[src/rtl/vga_pkg.sv]
// ----------------------------------------------------------------------------
// vga_pkg
// Shared constants and types for the SVGA 800x600@56 Hz timing generator:
// default raster timing, counter width, lock-qualification FSM states and the
// colour-bar palette used by the optional test pattern (VGA_TEST_PATTERN_EN).
// No ports (package).
// ----------------------------------------------------------------------------
package vga_pkg;

   localparam int CNT_W = 11;

   // 800x600@56 Hz with a 36 MHz pixel clock: 1024 clocks/line, 625 lines/frame
   localparam int H_ACTIVE = 800;
   localparam int H_FP     = 24;
   localparam int H_SYNC   = 72;
   localparam int H_BP     = 128;
   localparam int V_ACTIVE = 600;
   localparam int V_FP     = 1;
   localparam int V_SYNC   = 2;
   localparam int V_BP     = 22;

   localparam logic HS_POL = 1'b1;
   localparam logic VS_POL = 1'b1;

   localparam int LOCK_SETTLE = 1024;

   typedef enum logic [1:0] {
      WAIT_LOCK = 2'd0,
      SETTLE    = 2'd1,
      RUN       = 2'd2
   } lock_state_e;

   // 4 bits per channel, {R,G,B}
   localparam logic [11:0] RGB_WHITE   = 12'hFFF;
   localparam logic [11:0] RGB_YELLOW  = 12'hFF0;
   localparam logic [11:0] RGB_CYAN    = 12'h0FF;
   localparam logic [11:0] RGB_GREEN   = 12'h0F0;
   localparam logic [11:0] RGB_MAGENTA = 12'hF0F;
   localparam logic [11:0] RGB_RED     = 12'hF00;
   localparam logic [11:0] RGB_BLUE    = 12'h00F;
   localparam logic [11:0] RGB_BLACK   = 12'h000;

   // Eight 100-pixel-wide vertical bars; a compare chain stands in for x/100.
   function automatic logic [11:0] bar_colour(input logic [CNT_W-1:0] x);
      logic [11:0] c;
      if (x < 11'd100)      c = RGB_WHITE;
      else if (x < 11'd200) c = RGB_YELLOW;
      else if (x < 11'd300) c = RGB_CYAN;
      else if (x < 11'd400) c = RGB_GREEN;
      else if (x < 11'd500) c = RGB_MAGENTA;
      else if (x < 11'd600) c = RGB_RED;
      else if (x < 11'd700) c = RGB_BLUE;
      else                  c = RGB_BLACK;
      return c;
   endfunction

endpackage

[src/rtl/vga_lock_filter.sv]
// ----------------------------------------------------------------------------
// vga_lock_filter
// Qualifies the asynchronous PLL lock: 2-flop synchronizer, then an FSM that
// demands SETTLE_CLKS consecutive synchronized-high clocks before RUN.
// Ports:
//   clk_i   pixel clock
//   rst_ni  asynchronous active-low reset
//   lock_i  PLL lock, asynchronous to clk_i
//   run_o   1 while the FSM is in RUN (registered alongside the state)
// ----------------------------------------------------------------------------
module vga_lock_filter
   import vga_pkg::*;
#(
   parameter int SETTLE_CLKS = LOCK_SETTLE
) (
   input  logic clk_i,
   input  logic rst_ni,
   input  logic lock_i,
   output logic run_o
);

   localparam int SW = $clog2(SETTLE_CLKS);
   localparam logic [SW-1:0] SETTLE_LAST = SW'(SETTLE_CLKS - 1);

   logic          sync1_q;
   logic          lock_s_q;
   lock_state_e   state_q;
   logic [SW-1:0] cnt_q;
   logic          run_q;

   // Two-stage synchronizer for the asynchronous lock input
   always_ff @(posedge clk_i or negedge rst_ni) begin
      if (!rst_ni) begin
         sync1_q  <= 1'b0;
         lock_s_q <= 1'b0;
      end else begin
         sync1_q  <= lock_i;
         lock_s_q <= sync1_q;
      end
   end

   // Lock-qualification FSM with settle counter; run_q tracks state == RUN
   always_ff @(posedge clk_i or negedge rst_ni) begin
      if (!rst_ni) begin
         state_q <= WAIT_LOCK;
         cnt_q   <= {SW{1'b0}};
         run_q   <= 1'b0;
      end else begin
         case (state_q)
            WAIT_LOCK: begin
               cnt_q <= {SW{1'b0}};
               run_q <= 1'b0;
               if (lock_s_q) state_q <= SETTLE;
               else          state_q <= WAIT_LOCK;
            end
            SETTLE: begin
               if (!lock_s_q) begin
                  state_q <= WAIT_LOCK;
                  cnt_q   <= {SW{1'b0}};
                  run_q   <= 1'b0;
               end else if (cnt_q == SETTLE_LAST) begin
                  state_q <= RUN;
                  cnt_q   <= {SW{1'b0}};
                  run_q   <= 1'b1;
               end else begin
                  state_q <= SETTLE;
                  cnt_q   <= cnt_q + 1'b1;
                  run_q   <= 1'b0;
               end
            end
            RUN: begin
               cnt_q <= {SW{1'b0}};
               // lock loss abandons the raster wherever it is
               if (!lock_s_q) begin
                  state_q <= WAIT_LOCK;
                  run_q   <= 1'b0;
               end else begin
                  state_q <= RUN;
                  run_q   <= 1'b1;
               end
            end
            default: begin
               state_q <= WAIT_LOCK;
               cnt_q   <= {SW{1'b0}};
               run_q   <= 1'b0;
            end
         endcase
      end
   end

   assign run_o = run_q;

endmodule

[src/rtl/vga_timing_gen.sv]
// ----------------------------------------------------------------------------
// vga_timing_gen
// SVGA raster timing generator (800x600@56 Hz defaults from vga_pkg). Raster
// starts at (0,0) once vga_lock_filter qualifies the PLL lock; every output is
// registered and idles (syncs inactive, counters 0) outside RUN.
// Optional macro VGA_TEST_PATTERN_EN adds a 12-bit colour-bar output rgb.
// Ports:
//   vga_clk      36 MHz pixel clock
//   rst_n        asynchronous active-low reset
//   lock         PLL lock, asynchronous
//   running      1 while raster output is live
//   hsync/vsync  syncs, active level HS_POL / VS_POL
//   de           active-video enable
//   pix_x/pix_y  current column / line
//   line_start   pulse at pix_x == 0
//   frame_start  pulse at pix_x == 0, pix_y == 0
//   rgb          (VGA_TEST_PATTERN_EN only) colour bars, 0 when de == 0
// ----------------------------------------------------------------------------
module vga_timing_gen #(
   parameter int   H_ACTIVE    = vga_pkg::H_ACTIVE,
   parameter int   H_FP        = vga_pkg::H_FP,
   parameter int   H_SYNC      = vga_pkg::H_SYNC,
   parameter int   H_BP        = vga_pkg::H_BP,
   parameter int   V_ACTIVE    = vga_pkg::V_ACTIVE,
   parameter int   V_FP        = vga_pkg::V_FP,
   parameter int   V_SYNC      = vga_pkg::V_SYNC,
   parameter int   V_BP        = vga_pkg::V_BP,
   parameter logic HS_POL      = vga_pkg::HS_POL,
   parameter logic VS_POL      = vga_pkg::VS_POL,
   parameter int   LOCK_SETTLE = vga_pkg::LOCK_SETTLE
) (
   input  logic                      vga_clk,
   input  logic                      rst_n,
   input  logic                      lock,
   output logic                      running,
   output logic                      hsync,
   output logic                      vsync,
   output logic                      de,
   output logic [vga_pkg::CNT_W-1:0] pix_x,
   output logic [vga_pkg::CNT_W-1:0] pix_y,
   output logic                      line_start,
   output logic                      frame_start
`ifdef VGA_TEST_PATTERN_EN
   ,
   output logic [11:0]               rgb
`endif
);

   import vga_pkg::*;

   localparam int H_TOTAL = H_ACTIVE + H_FP + H_SYNC + H_BP;
   localparam int V_TOTAL = V_ACTIVE + V_FP + V_SYNC + V_BP;

   localparam logic [CNT_W-1:0] H_LAST   = CNT_W'(H_TOTAL - 1);
   localparam logic [CNT_W-1:0] V_LAST   = CNT_W'(V_TOTAL - 1);
   localparam logic [CNT_W-1:0] H_ACT_C  = CNT_W'(H_ACTIVE);
   localparam logic [CNT_W-1:0] V_ACT_C  = CNT_W'(V_ACTIVE);
   localparam logic [CNT_W-1:0] HS_START = CNT_W'(H_ACTIVE + H_FP);
   localparam logic [CNT_W-1:0] HS_END   = CNT_W'(H_ACTIVE + H_FP + H_SYNC);
   localparam logic [CNT_W-1:0] VS_START = CNT_W'(V_ACTIVE + V_FP);
   localparam logic [CNT_W-1:0] VS_END   = CNT_W'(V_ACTIVE + V_FP + V_SYNC);

   logic             run_s;
   logic [CNT_W-1:0] h_cnt_q, h_cnt_d;
   logic [CNT_W-1:0] v_cnt_q, v_cnt_d;
   logic             de_s, hs_act_s, vs_act_s;

   vga_lock_filter #(
      .SETTLE_CLKS (LOCK_SETTLE)
   ) u_lock_filter (
      .clk_i  (vga_clk),
      .rst_ni (rst_n),
      .lock_i (lock),
      .run_o  (run_s)
   );

   // Raster counter next-state; held at the origin so RUN always begins at (0,0)
   always_comb begin
      h_cnt_d = h_cnt_q;
      v_cnt_d = v_cnt_q;
      if (!run_s) begin
         h_cnt_d = {CNT_W{1'b0}};
         v_cnt_d = {CNT_W{1'b0}};
      end else if (h_cnt_q == H_LAST) begin
         h_cnt_d = {CNT_W{1'b0}};
         if (v_cnt_q == V_LAST) v_cnt_d = {CNT_W{1'b0}};
         else                   v_cnt_d = v_cnt_q + 1'b1;
      end else begin
         h_cnt_d = h_cnt_q + 1'b1;
      end
   end

   // Raster counter registers
   always_ff @(posedge vga_clk or negedge rst_n) begin
      if (!rst_n) begin
         h_cnt_q <= {CNT_W{1'b0}};
         v_cnt_q <= {CNT_W{1'b0}};
      end else begin
         h_cnt_q <= h_cnt_d;
         v_cnt_q <= v_cnt_d;
      end
   end

   // Region decode of the current counter values
   always_comb begin
      de_s     = (h_cnt_q < H_ACT_C) && (v_cnt_q < V_ACT_C);
      hs_act_s = (h_cnt_q >= HS_START) && (h_cnt_q < HS_END);
      vs_act_s = (v_cnt_q >= VS_START) && (v_cnt_q < VS_END);
   end

   // Output register stage: every output samples the same counter values
   always_ff @(posedge vga_clk or negedge rst_n) begin
      if (!rst_n) begin
         running     <= 1'b0;
         hsync       <= ~HS_POL;
         vsync       <= ~VS_POL;
         de          <= 1'b0;
         pix_x       <= {CNT_W{1'b0}};
         pix_y       <= {CNT_W{1'b0}};
         line_start  <= 1'b0;
         frame_start <= 1'b0;
`ifdef VGA_TEST_PATTERN_EN
         rgb         <= 12'h000;
`endif
      end else if (!run_s) begin
         running     <= 1'b0;
         hsync       <= ~HS_POL;
         vsync       <= ~VS_POL;
         de          <= 1'b0;
         pix_x       <= {CNT_W{1'b0}};
         pix_y       <= {CNT_W{1'b0}};
         line_start  <= 1'b0;
         frame_start <= 1'b0;
`ifdef VGA_TEST_PATTERN_EN
         rgb         <= 12'h000;
`endif
      end else begin
         running     <= 1'b1;
         hsync       <= hs_act_s ? HS_POL : ~HS_POL;
         vsync       <= vs_act_s ? VS_POL : ~VS_POL;
         de          <= de_s;
         pix_x       <= h_cnt_q;
         pix_y       <= v_cnt_q;
         line_start  <= (h_cnt_q == {CNT_W{1'b0}});
         frame_start <= (h_cnt_q == {CNT_W{1'b0}}) && (v_cnt_q == {CNT_W{1'b0}});
`ifdef VGA_TEST_PATTERN_EN
         rgb         <= de_s ? bar_colour(h_cnt_q) : 12'h000;
`endif
      end
   end

endmodule
[config.mk]
export PLATFORM = sky130hd
export DESIGN_NAME = vga_timing_gen
export DESIGN_NICKNAME = d
export VERILOG_FILES = /design/src/rtl/vga_pkg.sv /design/src/rtl/vga_lock_filter.sv /design/src/rtl/vga_timing_gen.sv
export SDC_FILE = /design/constraint.sdc
export NUM_CORES = 1
export LEC_CHECK = 0
export ABC_CLOCK_PERIOD_IN_PS = 2390
export CORE_ASPECT_RATIO = 0.75
export CORE_UTILIZATION = 51
export CTS_CLUSTER_DIAMETER = 200
export DETAILED_ROUTE_END_ITERATION = 6
export PLACE_DENSITY = 0.74
export SLEW_MARGIN = 40
export SYNTH_ARGS = -nofsm -noshare
export SYNTH_HDL_FRONTEND = slang
export SYNTH_HIERARCHICAL = 1
export SYNTH_SLANG_ARGS = --single-unit
[constraint.sdc]
create_clock -name vga_clk -period 2.39 [get_ports vga_clk]
set_clock_uncertainty 0.15 [all_clocks]
set_input_delay 0.717 -clock vga_clk [delete_from_list [all_inputs] [get_ports vga_clk]]
set_output_delay 0.717 -clock vga_clk [all_outputs]
set_load 0.01 [all_outputs]
## Word-level counts from Yosys, hierarchy flattened

Cells that the tools add are included.

| storage, ports and cells | value |
|---|---|
| memories kept | 0 |
| input port bits | 3 |
| bits in read-only memories | 0 |
| memory bits (writable) | 0 |
| bits in latches | 0 |
| logic and storage cells | 64 |
| register bits | 65 |
| output and inout port bits | 28 |

| cells by class | value |
|---|---|
| $add $sub $neg | 3 |
| shift operators | 0 |
| reductions and logical operators | 7 |
| bitwise gates (word level) | 0 |
| equality and inequality tests | 6 |
| muxes and demuxes | 27 |
| multipliers | 0 |
| divide/modulo/power cells | 0 |
| $lt $le $gt $ge | 6 |

Operator list:

| kind | number |
|---|---|
| $mux 11 | 7 |
| $lt 11x10->1 const B | 4 |
| $mux 10 | 3 |
| $add 11x1->11 const B | 2 |
| $eq 11x10->1 const B | 2 |
| $ge 11x10->1 const B | 2 |
| $logic_not 11->1 | 2 |
| $mux 1 | 12 |
| $add 10x1->10 const B | 1 |
| $eq 10x10->1 const B | 1 |
| $mux 2 | 3 |
| $pmux 2 s3 | 1 |
| $logic_and 1x1->1 | 4 |
| $eq 2x1->1 const B | 1 |
| $eq 2x2->1 const B | 1 |
| $logic_not 2->1 | 1 |
| $ne 2x2->1 const B | 1 |
| $pmux 1 s2 | 1 |

## Longest topological paths before layout

Gate-level depths: netlist (run 1).

| depth | value |
|---|---|
| word-level depth | 4 |
| gate-level depth with buffers | 7 |
| depth with buffers taken out | 6 |

## Modules after synthesis

Netlist (run 1), hierarchy kept.

Modules (own cells, without submodules):

| module | times used | cells an instance | seq. area each (um^2) | area each (um^2) |
|---|---|---|---|---|
| vga_timing_gen | 1 | 209 | 1251.2 | 2234.6 |
| vga_lock_filter | 1 | 71 | 375.4 | 789.5 |

## Worst setup path before layout (run 1)

No wires, ideal clock.

| path | value |
|---|---|
| path kind | reg2reg |
| from | register v_cnt_q[1] |
| to | register v_cnt_q[2] |
| data required time | 2.113 ns |
| stages on the path, launching flop included | 8 |
| library setup time | 0.127 ns |
| setup slack | 0.735 ns |
| arrival time | 1.378 ns |
| cell sequence | dfrtp_1 > inv_1 > ha_1 > nor3b_1 > nand4_1 > buf_2 > a31oi_1 > mux2i_1 |

| on the way | value |
|---|---|
| cells in the longest elaborated chain, start to end | 4 |

RTL lines:

| item | line | source |
|---|---|---|
| start: declaration | vga_timing_gen.sv:65 | `logic [CNT_W-1:0] v_cnt_q, v_cnt_d;` |
| start signal: assignment | vga_timing_gen.sv:97 | `v_cnt_q <= {CNT_W{1'b0}};` |
| start signal: assignment | vga_timing_gen.sv:100 | `v_cnt_q <= v_cnt_d;` |
| $add 11x1->11 or $eq 11x10->1 (tied branches) | vga_timing_gen.sv:87, vga_timing_gen.sv:86 |  |
| $mux 11 (*) | vga_timing_gen.sv:86 | `if (v_cnt_q == V_LAST) v_cnt_d = {CNT_W{1'b0}};` |
| $mux 11 (*) | vga_timing_gen.sv:84 | `end else if (h_cnt_q == H_LAST) begin` |
| $mux 11 (*) | vga_timing_gen.sv:81 | `if (!run_s) begin` |

Mark *: on every way between the ends. The rest lies on a longest branch, timed or not. The select of a mux whose other input is x is not followed.
A chain may end at the register's enable or synchronous reset.

## Worst setup path in the final report (run 1)

| path | value |
|---|---|
| from | register v_cnt_q[1] |
| to | register v_cnt_q[8] |

The elaborated chain is that of the path after synthesis.

==> results of run 1 <==
## layer usage
layer / up-vias / share of wire / global-route usage
li1: 1036 / - / -
met2: 42 / 0.44 / 0.327
met4: 0 / 0.015 / 0.0833
met1: 1056 / 0.49 / 0.300
met5: - / 0 / 0
met3: 10 / 0.054 / 0.0779
## cells by family after synthesis
family / share of synthesized area
AO/OA/AOI/OAI: 0.0939
XOR/XNOR: 0.0348
adder cells (fa/ha/maj): 0.0414
buffers and inverters: 0.0521
flip-flops: 0.538
multiplexers: 0.00662
AND/OR/NAND/NOR: 0.233
## Yosys cell counts, drive strengths merged, types with 4 or more instances
cell,number
o21ai,10
and3,9
buf,10
and4,4
nand2,15
clkbuf,4
and2,19
nand4,9
xnor2,4
dfrtp,65
o211ai,8
xor2,8
ha,10
inv,15
nand3,20
nor2,26
nor3,5
## cell usage in the layout (no fill, tap or decap), types with 3 or more instances in the layout
master	instances
nor2b_1	3
buf_4	3
ha_1	10
inv_1	14
or2_2	3
and4_1	3
nand4_1	7
clkbuf_8	12
xor2_1	8
nor4_1	3
nand3_1	20
dfrtp_1	65
nor2_1	26
clkdlybuf4s50_1	29
and3_1	7
a31oi_1	3
nor3_1	5
and2_1	18
xnor2_1	4
o211ai_1	8
o21ai_0	7
nand2_1	15
## final cells by class
type | count | share of cell area
flip-flops and latches | 65 | 0.457
multi-input cells | 186 | 0.348
repair buffers | 34 | 0.0948
clock buffers | 14 | 0.0485
well taps | 75 | 0.0263
inverters | 15 | 0.0158
clock inverters | 2 | 0.00983
## critical path: stages (launching register included)
cell      delay [ns]
dfrtp_1         0.43
inv_1           0.14
ha_1            0.16
nor3b_1         0.23
nand4_1         0.45
nand2_1         0.40
o211ai_1        0.14
## through the flow
step	std cells	setup WS, ns
after global routing	391	0.0338
after CTS	391	0.208
final	391	0.171
after floorplan	280	0.735
after global placement	375	0.321
after detailed placement	375	0.232
## registers in the layout, indices dropped and copies added, names as in the netlist
signal / count
pix_y: 11
hsync: 1
h_cnt_q: 11
u_lock_filter/state_q: 2
u_lock_filter/lock_s_q: 1
pix_x: 11
u_lock_filter/sync1_q: 1
u_lock_filter/cnt_q: 10
vsync: 1
v_cnt_q: 11
de: 1
frame_start: 1
u_lock_filter/run_o: 1
running: 1
line_start: 1
## final timing paths
check / from / to / slack, ns
worst max register to register: v_cnt_q[1]$_DFFE_PN0P_ / v_cnt_q[8]$_DFFE_PN0P_ / 0.17
max in group asynchronous: rst_n / u_lock_filter/state_q[1]$_DFF_PN0_ / 1.58
worst min-delay path: u_lock_filter/sync1_q$_DFF_PN0_ / u_lock_filter/lock_s_q$_DFF_PN0_ / 0.20
worst max-delay path: v_cnt_q[1]$_DFFE_PN0P_ / v_cnt_q[8]$_DFFE_PN0P_ / 0.17
min in group asynchronous: rst_n / h_cnt_q[3]$_DFF_PN0_ / 0.22
worst min register to register: u_lock_filter/sync1_q$_DFF_PN0_ / u_lock_filter/lock_s_q$_DFF_PN0_ / 0.20
## report_power, final
group          internal [mW]  switching (mW)
sequential              1.10         0.00459
clock                  0.567           0.400
combinational         0.0138          0.0317
total                   1.69           0.436
==> results by group, run 1 <==
STA
  • Setup violators final: 0
  • Final hold slack: 0.200 ns
  • Setup TNS: 0 ns
  • Max Fclk: around 450 MHz
  • Crit share post-route: 0.929
  • Fin crit period: approximately 2.2 ns
  • Max Transition Viols Final: 0
  • Worst slew margin: 0.669
  • Final Hold Fails: 0
  • Worst slew pin tran: about 0.50 ns
  • RSZ-0062 raised after global routing: no

Worst setup path
  • Critical Path RT: around 2.5 ns
  • Worst R2R Path Depth: 6
  • Crit path max fanout: 11
  • CP endpoint kind: flop
  • Startpoint Class: flop
  • Crit Path Class: reg -> reg
  • Critical Path AT: 2.28 ns

Power and ir drop
  • Peak VDD IR: roughly 430 uV
  • PD cells: about 600 mW/mm2
  • Power Total: around 2.1 mW
  • Leak: approximately 1.6 nW

Route
  • DRT iter0 DRCs: 120
  • First-pass iteration count of the detailed router: 4
  • Antenna-violating nets left: 0
  • Wire per inst: roughly 15 um
  • Via count: approximately 2,100
  • Routed WL: ~5900 um
  • Routed vias/inst: around 5.5
  • DRC: 0

Yosys
  • Post-synth EDFFs: 0
  • Synth area leader: dfrtp_1
  • Mean area per synthesized cell: approximately 11 um2
  • Synthesized area: between 0.003 and 0.004 mm2
  • Synth top area share: 0.538
  • Ys async rst share: 1.00
  • Cells after synthesis: 280
  • Post-Syn Nets: between 200 and 300
  • FF+latch count, synth: 65
  • Yosys warning total: 6
  • Ys flop type: dfrtp_1
  • Post-synthesis sequential area ratio: 0.538
  • Library cells used by synthesis: between 50 and 60
  • Leading post-synthesis cells by cell area: dfrtp_1, ha_1, and2_1, nand3_1, nor2_1

CTS
  • Cts hold-fix bufs: 0
  • CTS sink count: 65
  • H-Tree Depth: 3
  • Clock transition at path regs: 0.07 ns
  • CTS Root Cell: clkbuf_8
  • Setup Fix Bufs, Post-CTS: 0
  • CTS tree: done
  • Post-cts sizing count: 0
  • Cts bufs inserted: 9
  • Worst-skew pair later-pin latency: 0.34 ns
  • Clock buffer depth: 2

Final layout
  • Multi-input gate area: 0.00124 mm2
  • Post-synthesis to final-layout area growth: 17.8%
  • Layout cells sized above 1: 0.114
  • Final instance area: roughly 0.0036 mm2
  • ANT cells: 0
  • Util after Layout: 0.645
  • Fillers: 460
  • Nets@finish: 324
  • Reg area: between 0.0015 and 0.002 mm2

Flow run
  • Max Cap Violations: 0

Placed design
  • Gpl congestion: between 0.8 and 0.9
  • Dpl hpwl: about 3900 um
  • Port Buffers: 30
  • Area post-placement: ~0.0034 mm2

Floorplanning
  • DIE WIDTH: 90.9 um
  • Area of the core: between 0.005 and 0.006 mm2
  • Die height: ~70 um
  • Die area: 0.00624 mm2
  • Starting Density: 0.547
  • Num rows: 23
  • IO Count: 31

Global route
  • Vias in the first global route: 2,057
  • Global-route wire length before repair: 10,300 um
  • Initial antenna violation count: 0
  • Gr usage total: 0.220
  • Largest net degree at the start of global routing: 66
  • Total congestion overflow: 0

Worst hold path
  • Hold Crit Class: reg -> reg
  • Hold Path Depth: 0

Run status
  • Status: complete, no violations
No activity file was read; power rests on OpenSTA's default activity.
==> run 2: changes to the inputs <==
- HOLD_SLACK_MARGIN: default -> 0.1
==> results of run 2 <==
No change in the layout: final DEF, timing and power equal those of run 1.
